$ cat src/rtl/reg_file_param_if.sv
// Bus bundle for reg_file_param: write/read port signals plus the register
// dump stream. The master side drives requests, the slave side is the file.
interface reg_file_param_if #(
    parameter int DATA_W = 8,
    parameter int ADDR_W = 2
);
    logic              REGWRITE;
    logic              REGDST;
    logic [ADDR_W-1:0] RS_ADDR;
    logic [ADDR_W-1:0] RT_ADDR;
    logic [ADDR_W-1:0] RD_ADDR;
    logic [DATA_W-1:0] WR_DATA;
    logic [DATA_W-1:0] READ_DATA_ONE;
    logic [DATA_W-1:0] READ_DATA_TWO;
    logic              DUMP_START;
    logic              DUMP_READY;
    logic              DUMP_VALID;
    logic              DUMP_BUSY;
    logic [ADDR_W-1:0] DUMP_ADDR;
    logic [DATA_W-1:0] DUMP_DATA;

    modport master (
        output REGWRITE, REGDST, RS_ADDR, RT_ADDR, RD_ADDR, WR_DATA,
        output DUMP_START, DUMP_READY,
        input  READ_DATA_ONE, READ_DATA_TWO,
        input  DUMP_VALID, DUMP_BUSY, DUMP_ADDR, DUMP_DATA
    );

    modport slave (
        input  REGWRITE, REGDST, RS_ADDR, RT_ADDR, RD_ADDR, WR_DATA,
        input  DUMP_START, DUMP_READY,
        output READ_DATA_ONE, READ_DATA_TWO,
        output DUMP_VALID, DUMP_BUSY, DUMP_ADDR, DUMP_DATA
    );
endinterface

$ cat src/rtl/reg_file_param.sv
// Parameterised register file with two registered read ports, write-through
// bypass, optional hard-wired zero register and a ready/valid dump stream
// that walks every register once per DUMP_START.
module reg_file_param #(
    parameter int DATA_W   = 8,
    parameter int ADDR_W   = 2,
    parameter int ZERO_REG = 0
) (
    input  logic CLK,
    input  logic RST,
    reg_file_param_if.slave bus
);
    localparam int NREGS = 2 ** ADDR_W;
    localparam logic [ADDR_W-1:0] LAST_IDX = '1;

    typedef enum logic {
        IDLE = 1'b0,
        SEND = 1'b1
    } dump_state_t;

    logic [DATA_W-1:0] regs_q [NREGS];
    logic [DATA_W-1:0] regs_d [NREGS];

    logic [DATA_W-1:0] read_one_q, read_one_d;
    logic [DATA_W-1:0] read_two_q, read_two_d;

    dump_state_t       state_q, state_d;
    logic              dump_valid_q, dump_valid_d;
    logic [ADDR_W-1:0] dump_addr_q, dump_addr_d;
    logic [DATA_W-1:0] dump_data_q, dump_data_d;

    logic [ADDR_W-1:0] wr_addr;
    logic              wr_en;

    // Register 0 reads as zero when the zero-register option is enabled.
    function automatic logic [DATA_W-1:0] masked(
        input logic [ADDR_W-1:0] addr,
        input logic [DATA_W-1:0] value
    );
        if ((ZERO_REG != 0) && (addr == '0)) begin
            return '0;
        end
        return value;
    endfunction

    // Pick the write target and drop writes aimed at a hard-wired zero register.
    always_comb begin
        wr_addr = bus.REGDST ? bus.RD_ADDR : bus.RT_ADDR;
        wr_en   = bus.REGWRITE && !((ZERO_REG != 0) && (wr_addr == '0));
    end

    // Post-write view of the array; every reader samples this, which gives bypass for free.
    always_comb begin
        regs_d = regs_q;
        if (wr_en) begin
            regs_d[wr_addr] = bus.WR_DATA;
        end
    end

    // Read ports load from the post-write view on every edge.
    always_comb begin
        read_one_d = masked(bus.RS_ADDR, regs_d[bus.RS_ADDR]);
        read_two_d = masked(bus.RT_ADDR, regs_d[bus.RT_ADDR]);
    end

    // Dump sequencer: start at index 0, advance on each accepted beat, stop after the last.
    always_comb begin
        state_d     = state_q;
        dump_addr_d = dump_addr_q;
        dump_data_d = dump_data_q;
        case (state_q)
            IDLE: begin
                if (bus.DUMP_START) begin
                    state_d     = SEND;
                    dump_addr_d = '0;
                    dump_data_d = masked('0, regs_d[0]);
                end
            end
            SEND: begin
                if (bus.DUMP_READY) begin
                    if (dump_addr_q == LAST_IDX) begin
                        state_d = IDLE;
                    end else begin
                        dump_addr_d = dump_addr_q + 1'b1;
                        dump_data_d = masked(dump_addr_d, regs_d[dump_addr_d]);
                    end
                end
            end
            default: begin
                state_d = IDLE;
            end
        endcase
        dump_valid_d = (state_d == SEND);
    end

    // All state, including the dump FSM and its registered outputs, with async clear.
    always_ff @(posedge CLK or posedge RST) begin
        if (RST) begin
            for (int i = 0; i < NREGS; i++) begin
                regs_q[i] <= '0;
            end
            read_one_q   <= '0;
            read_two_q   <= '0;
            state_q      <= IDLE;
            dump_valid_q <= 1'b0;
            dump_addr_q  <= '0;
            dump_data_q  <= '0;
        end else begin
            for (int i = 0; i < NREGS; i++) begin
                regs_q[i] <= regs_d[i];
            end
            read_one_q   <= read_one_d;
            read_two_q   <= read_two_d;
            state_q      <= state_d;
            dump_valid_q <= dump_valid_d;
            dump_addr_q  <= dump_addr_d;
            dump_data_q  <= dump_data_d;
        end
    end

    assign bus.READ_DATA_ONE = read_one_q;
    assign bus.READ_DATA_TWO = read_two_q;
    assign bus.DUMP_VALID    = dump_valid_q;
    assign bus.DUMP_BUSY     = dump_valid_q;
    assign bus.DUMP_ADDR     = dump_addr_q;
    assign bus.DUMP_DATA     = dump_data_q;
endmodule

$ cat src/flat_wrapper.sv
// flat-port wrapper written by rule: the top's interface ports become plain ports
module reg_file_param_flat 
#(
    parameter int DATA_W   = 8,
    parameter int ADDR_W   = 2,
    parameter int ZERO_REG = 0
)
  (CLK, RST, bus_REGWRITE, bus_REGDST, bus_RS_ADDR, bus_RT_ADDR, bus_RD_ADDR, bus_WR_DATA, bus_DUMP_START, bus_DUMP_READY, bus_READ_DATA_ONE, bus_READ_DATA_TWO, bus_DUMP_VALID, bus_DUMP_BUSY, bus_DUMP_ADDR, bus_DUMP_DATA);
  reg_file_param_if #(.DATA_W(DATA_W), .ADDR_W(ADDR_W)) bus_i ();
  input  logic CLK;
  input  logic RST;
  input wire logic [$bits(bus_i.REGWRITE)-1:0] bus_REGWRITE;
  input wire logic [$bits(bus_i.REGDST)-1:0] bus_REGDST;
  input wire logic [$bits(bus_i.RS_ADDR)-1:0] bus_RS_ADDR;
  input wire logic [$bits(bus_i.RT_ADDR)-1:0] bus_RT_ADDR;
  input wire logic [$bits(bus_i.RD_ADDR)-1:0] bus_RD_ADDR;
  input wire logic [$bits(bus_i.WR_DATA)-1:0] bus_WR_DATA;
  input wire logic [$bits(bus_i.DUMP_START)-1:0] bus_DUMP_START;
  input wire logic [$bits(bus_i.DUMP_READY)-1:0] bus_DUMP_READY;
  output wire logic [$bits(bus_i.READ_DATA_ONE)-1:0] bus_READ_DATA_ONE;
  output wire logic [$bits(bus_i.READ_DATA_TWO)-1:0] bus_READ_DATA_TWO;
  output wire logic [$bits(bus_i.DUMP_VALID)-1:0] bus_DUMP_VALID;
  output wire logic [$bits(bus_i.DUMP_BUSY)-1:0] bus_DUMP_BUSY;
  output wire logic [$bits(bus_i.DUMP_ADDR)-1:0] bus_DUMP_ADDR;
  output wire logic [$bits(bus_i.DUMP_DATA)-1:0] bus_DUMP_DATA;
  assign bus_i.REGWRITE = bus_REGWRITE;
  assign bus_i.REGDST = bus_REGDST;
  assign bus_i.RS_ADDR = bus_RS_ADDR;
  assign bus_i.RT_ADDR = bus_RT_ADDR;
  assign bus_i.RD_ADDR = bus_RD_ADDR;
  assign bus_i.WR_DATA = bus_WR_DATA;
  assign bus_i.DUMP_START = bus_DUMP_START;
  assign bus_i.DUMP_READY = bus_DUMP_READY;
  assign bus_READ_DATA_ONE = bus_i.READ_DATA_ONE;
  assign bus_READ_DATA_TWO = bus_i.READ_DATA_TWO;
  assign bus_DUMP_VALID = bus_i.DUMP_VALID;
  assign bus_DUMP_BUSY = bus_i.DUMP_BUSY;
  assign bus_DUMP_ADDR = bus_i.DUMP_ADDR;
  assign bus_DUMP_DATA = bus_i.DUMP_DATA;
  reg_file_param #(.DATA_W(DATA_W), .ADDR_W(ADDR_W), .ZERO_REG(ZERO_REG)) u_core (.CLK(CLK), .RST(RST), .bus(bus_i));
endmodule
$ cat config.mk
export PLATFORM = sky130hd
export DESIGN_NAME = reg_file_param_flat
export DESIGN_NICKNAME = d
export VERILOG_FILES = /design/src/rtl/reg_file_param_if.sv /design/src/rtl/reg_file_param.sv /design/src/flat_wrapper.sv
export SDC_FILE = /design/constraint.sdc
export NUM_CORES = 1
export LEC_CHECK = 0
export ABC_AREA = 1
export BUFFER_PORTS_ARGS = -buffer_cell sky130_fd_sc_hd__buf_2
export CORE_MARGIN = 3
export CORE_UTILIZATION = 50
export CTS_BUF_LIST = sky130_fd_sc_hd__clkbuf_16
export CTS_CLUSTER_DIAMETER = 80
export DETAILED_ROUTE_END_ITERATION = 8
export PLACE_DENSITY = 0.82
export SETUP_SLACK_MARGIN = 0.3
export SYNTH_ARGS = -nofsm -noshare
export SYNTH_HDL_FRONTEND = slang
export SYNTH_SLANG_ARGS = --single-unit
$ cat constraint.sdc
create_clock -name CLK -period 3.3 [get_ports CLK]
set_clock_uncertainty 0.2 [all_clocks]
set_input_delay 0.33 -clock CLK [delete_from_list [all_inputs] [get_ports CLK]]
set_output_delay 0.33 -clock CLK [all_outputs]
set_load 0.01 [all_outputs]
**After elaboration in Yosys (flattened, before gate mapping)**

Index checks and enable logic that the tools add are counted.
W data, S select, Z words.

- Bits in registers: 59
- Output and inout bits: 28
- Word-level logic and storage cells: 52

- $add $sub $neg: 1
- $lt $le $gt $ge: 5
- Eq/ne operators: 4
- Multiplexer cells: 26
- Bitwise operators: 5
- Reductions and logical operators: 2

Operators by type and width:

| kind | count |
|---|---|
| $mux W8 | 10 |
| $bmux W8 S2 | 3 |
| $bwmux W32 | 1 |
| $mux W32 | 1 |
| $demux W8 S2 | 1 |
| $pmux W8 S2 | 1 |
| $ge A3 B3 Y1 const B | 4 |
| $not A2 Y3 | 4 |
| $mux W2 | 4 |
| $ne A2 B2 Y1 const B | 3 |
| $pmux W2 S2 | 1 |
| $lt A3 B1 Y1 const B | 1 |
| $mux W1 | 3 |
| $reduce_and A3 Y1 | 1 |
| $add A2 B1 Y2 const B | 1 |
| $eq A2 B2 Y1 const B | 1 |
| $pmux W1 S2 | 1 |
| $logic_and A1 B1 Y1 | 1 |
| $not A1 Y1 | 1 |

**Logic depth before layout (Yosys ltp)**

- Depth in word-level cells: 14
- Depth in mapped cells: 12
- Depth with buffers taken out: 10

**Worst setup path before layout**

Ideal clock, no wire load.

- Path type: register to register
- From: register u_core.dump_addr_q[0], in the netlist u_core.bus.DUMP_ADDR[0]
- To: register u_core.dump_data_q[2], in the netlist u_core.bus.DUMP_DATA[2]
- Data arrival time: 1496 ps
- Required time: 2976 ps
- Slack: 1480 ps
- Cell stages (with the launch flop): 7
- Period minus slack after synthesis: 1820 ps
- Path through: dfrtp_1 ha_1 inv_1 a21oi_1 nand2_1 nor2_1 o21ai_1

- Longest elaborated chain between the ends: 8
- Elaborated cells between the ends (all ways): 11

RTL lines:

| item | RTL line | text |
|---|---|---|
| start, declared | reg_file_param.sv:29 | `logic [ADDR_W-1:0] dump_addr_q, dump_addr_d;` |
| start signal, assigned | reg_file_param.sv:116 | `dump_addr_q <= dump_addr_d;` |
| $add A2 B1 Y2 | reg_file_param.sv:84 | `dump_addr_d = dump_addr_q + 1'b1;` |
| $not A2 Y3 (implied by the code) | reg_file_param.sv:85 | `dump_data_d = masked(dump_addr_d, regs_d[dump_addr_d]);` |
| $bmux W8 S2 | reg_file_param.sv:85 |  |
| $mux W8 (implied by the code) (2 in a row) | reg_file_param.sv:85 |  |
| $mux W8 | reg_file_param.sv:81 | `if (dump_addr_q == LAST_IDX) begin` |
| $mux W8 | reg_file_param.sv:80 | `if (bus.DUMP_READY) begin` |
| $pmux W8 S2 | reg_file_param.sv:71 | `case (state_q)` |
| end signal, assigned | reg_file_param.sv:117 | `dump_data_q <= dump_data_d;` |
| end, declared | reg_file_param.sv:30 | `logic [DATA_W-1:0] dump_data_q, dump_data_d;` |

Parallel ways exist; a longest one is shown, timed or not. The select of a mux whose other input is x is not followed.
A chain may end at the register's enable or synchronous reset.

**Worst setup path in the final report**

- From: register u_core.dump_addr_q[0], in the netlist u_core.bus.DUMP_ADDR[0]
- To: register u_core.dump_data_q[7], in the netlist u_core.bus.DUMP_DATA[7]

The elaborated chain is that of the path after synthesis.

==> flow_summary.ini <==
[critical_path]
crit_arrival_ns = 2.36
end_kind = flip-flop
crit_start = u_core.bus.DUMP_ADDR[0]$_DFFE_PP0P_
r2r_start = u_core.bus.DUMP_ADDR[0]$_DFFE_PP0P_
slowest_delay_ns = 0.57
critPathMostFrequentCell = nand2_1
worstPathMaxFanout = 9
cp_top_family = simple AND/OR/NAND/NOR gates
path_cells = ha_1, inv_1, nor2_1, nand3_1, nand3_1, nand2_1, nand2_1, nand2_1
cp.required_ns = 3.32
cp-start-kind = flip-flop
worst-setup-path-type = reg -> reg
cp_slowest_cell = nor2_1
worst-path-buf-inv = 1

[die]
fp.dieW_um = 85.9
die_height_um = 85.9
rows = 28
die_area_um2 = 7370
core_um2 = 6060
ios = 48
initial_core_util_pct = 52.6

[pwr]
total_power_mw = 3.03
seqPwrFrac_pct = 33.3
clkPwrFrac_pct = 28.8
peakVddDrop_mv = 0.523
p_leak_nw = 1.99
power.share.combinational_pct = 37.9
p_sw_share_pct = 38.1
p_sw_mw = 1.15
p_per_area_nw_per_um2 = 818
p_int_mw = 1.87

[clock_tree]
cts_resized = 0
post_cts_buffers = 0
clock_path_buffers = 2
cts_sinks = 59
cts_max_level = 3
cts-root-buf = clkbuf_16
path_clk_slew_ns = 0.05
cts_tree = yes
insertion_delay_ns = 0.33
numCtsBuffers = 9

[sta]
clock.fmax_mhz = 427
timing.hold.ws_ns = 0.0110
slew_headroom_pct = 43.3
slew_viol_final = 0
min_period_ns = 2.34
worst_pin_slew_ns = 0.850
hold_violations = 0
fin_setup_tns_ns = 0
setup-violations-final = 0
fin_crit_sh_pct = 71.0
grt_setup_unrepaired = no

[detailed_routing]
postRouteAntennaNets = 0
wl_met1_um = 3480
post_drt_wl_per_cell_um = 17.0
topRoutingLayerUsed = met4
wl_met2_um = 4130
drt-initial-drc-count = 302
first_pass_iters = 5
viasPerCell = 5.98
wl_met3_um = 710
routed_wl_um = 8730
vias = 3066
drc = 0

[logic_synthesis]
syn_area_per_cell_um2 = 8.18
async_flop_share_pct = 100
synth_ff_type = dfrtp_1
synth.distinct_cells = 27
syn_nets = 411
seq_area_frac_synth_pct = 46.3
netlist_area_um2 = 3190
synth_xor_area_share_pct = 0
yosys.area_share.adder_pct = 0.392
synth_enable_flop_cells = 0
syn_inst = 390
muxShareOfSynthArea_pct = 0
synth_common_cells = nand2_1, dfrtp_1, nand3_1
ys_ff_latch = 59
synth_compound_area_share_pct = 11.7
ys_warn_count = 0
yosysTopAreaCellShare_pct = 46.3
synth_most_common_cell = nand2_1
yosys-top-cells-area = dfrtp_1, nand2_1, nand3_1, o211ai_1, nand4_1
synth_top_area_cell = dfrtp_1
synth_top_family_by_area = simple AND/OR/NAND/NOR gates
synth_simple_gate_area_share_pct = 32.9

[worst_hold_path]
holdCritStartpoint = bus_DUMP_READY
hold_path_class = in -> reg

[global_route]
grt_max_degree = 30
grt_use_total_pct = 25.9
antenna_found_initial = 0
overflow = 0
grt_pass1_vias = 3018
grt_first_pass_wirelength_um = 14600

[job]
maxCapViolations = 0

[final_layout]
num_antenna_cells = 0
drive_above_1_share_pct = 19.6
syn_to_final_growth_pct = 16.0
layout.nets = 454
n_fill_cell = 519

[status]
run_status = complete, no violations

[placed_design]
place.gp.congestion = 0.971
io_buffers = 47
dp_hpwl_um = 6310
## flip-flops by register name, summed over array words and instances (netlist names)
| name | flops |
|---|---|
| u_core.regs_q | 32 |
| u_core.bus.DUMP_DATA | 8 |
| u_core.bus.READ_DATA_ONE | 8 |
| u_core.bus.READ_DATA_TWO | 8 |
| u_core.bus.DUMP_ADDR | 2 |
| u_core.state_q | 1 |
## worst reg2reg max path: stages (launching register included)
cell and delay (ns):
dfrtp_1 0.47, ha_1 0.36, inv_1 0.08, nor2_1 0.57, nand3_1 0.23, nand3_1 0.14
nand2_1 0.06, nand2_1 0.08, nand2_1 0.05
## cell type report
| type | count | area [µm²] | area share, % |
|---|---|---|---|
| Multi-Input combinational cell | 272 | 1430 | 38.7 |
| Inverter | 41 | 159 | 4.29 |
| Clock inverter | 7 | 52.6 | 1.42 |
| Sequential cell | 59 | 1480 | 39.9 |
| Timing Repair Buffer | 50 | 260 | 7.03 |
| Clock buffer | 9 | 225 | 6.09 |
| Tap cell | 75 | 93.8 | 2.54 |
## final timing paths
path,endpoint,slack [ns],cells after the start
setup / recovery,u_core.bus.DUMP_DATA[7]$_DFFE_PP0P_,0.96,8
setup reg to reg,u_core.bus.DUMP_DATA[7]$_DFFE_PP0P_,0.96,8
min in group asynchronous,u_core.bus.DUMP_DATA[6]$_DFFE_PP0P_,0.39,3
hold reg to reg,u_core.bus.DUMP_DATA[4]$_DFFE_PP0P_,0.27,2
hold / removal,u_core.state_q$_DFF_PP0_,0.01,2
max in group asynchronous,u_core.regs_q[12]$_DFF_PP0_,1.81,4
## cells in the final DEF (no fill, tap or decap), types with 3 or more instances in the layout
master,netlist,routed
and2_4,6,6
buf_2,3,47
clkbuf_16,0,9
clkinv_1,1,4
dfrtp_1,59,59
inv_1,37,39
inv_2,2,3
nand2_1,122,122
nand2_4,4,4
nand3_1,45,45
nand3_4,3,3
nand4_1,25,25
nor2_1,8,8
o211ai_1,30,30
o21ai_0,4,4
o21ai_1,10,10
o21ai_2,7,7
## routing by layer
metal | vias to the layer above | GRT usage [%]
li1 | 1403 | -
met1 | 1452 | 31.8
met2 | 166 | 39.6
met3 | 45 | 8.17
met4 | 0 | 15.7
met5 | - | 0
## power by group through the flow
stage,Sequential [mW],Clock (mW),Combinational [mW]
floorplan,1.04,0,0.757
global placement,1.02,0,1.10
detailed placement,1.02,0,1.13
CTS,1.01,0.877,1.13
global route,1.03,0.920,1.29
finish,1.01,0.871,1.15
## metrics by stage
| step | instance area [µm²] | instances | util [%] | setup slack [ns] |
|---|---|---|---|---|
| 2_1_floorplan | 3190 | 390 | - | 1.31 |
| 3_3_place_gp | 3410 | 496 | 56.3 | 1.00 |
| 3_5_place_dp | 3410 | 496 | 56.3 | 1.01 |
| 4_1_cts | 3700 | 513 | 61.1 | 1.02 |
| 5_1_grt | 3700 | 513 | 61.1 | 0.856 |
| 6_report | 3700 | 513 | 61.1 | 0.956 |
## cells by family (layout without fill, tap and decap cells)
kind of cell | after synthesis | after routing
DFF | 59 | 59
and+or+nand+nor | 217 | 217
adders and majority gates | 1 | 1
AOI/OAI and AO/OA | 54 | 54
buffers and inverters | 59 | 107
## timing repair
| action | in CTS | in global routing |
|---|---|---|
| hold buffers | 1 | 0 |
| setup endpoints to repair | 0 | 0 |
| hold endpoints to repair | 24 | 0 |
(Power assumes the default switching activity.)
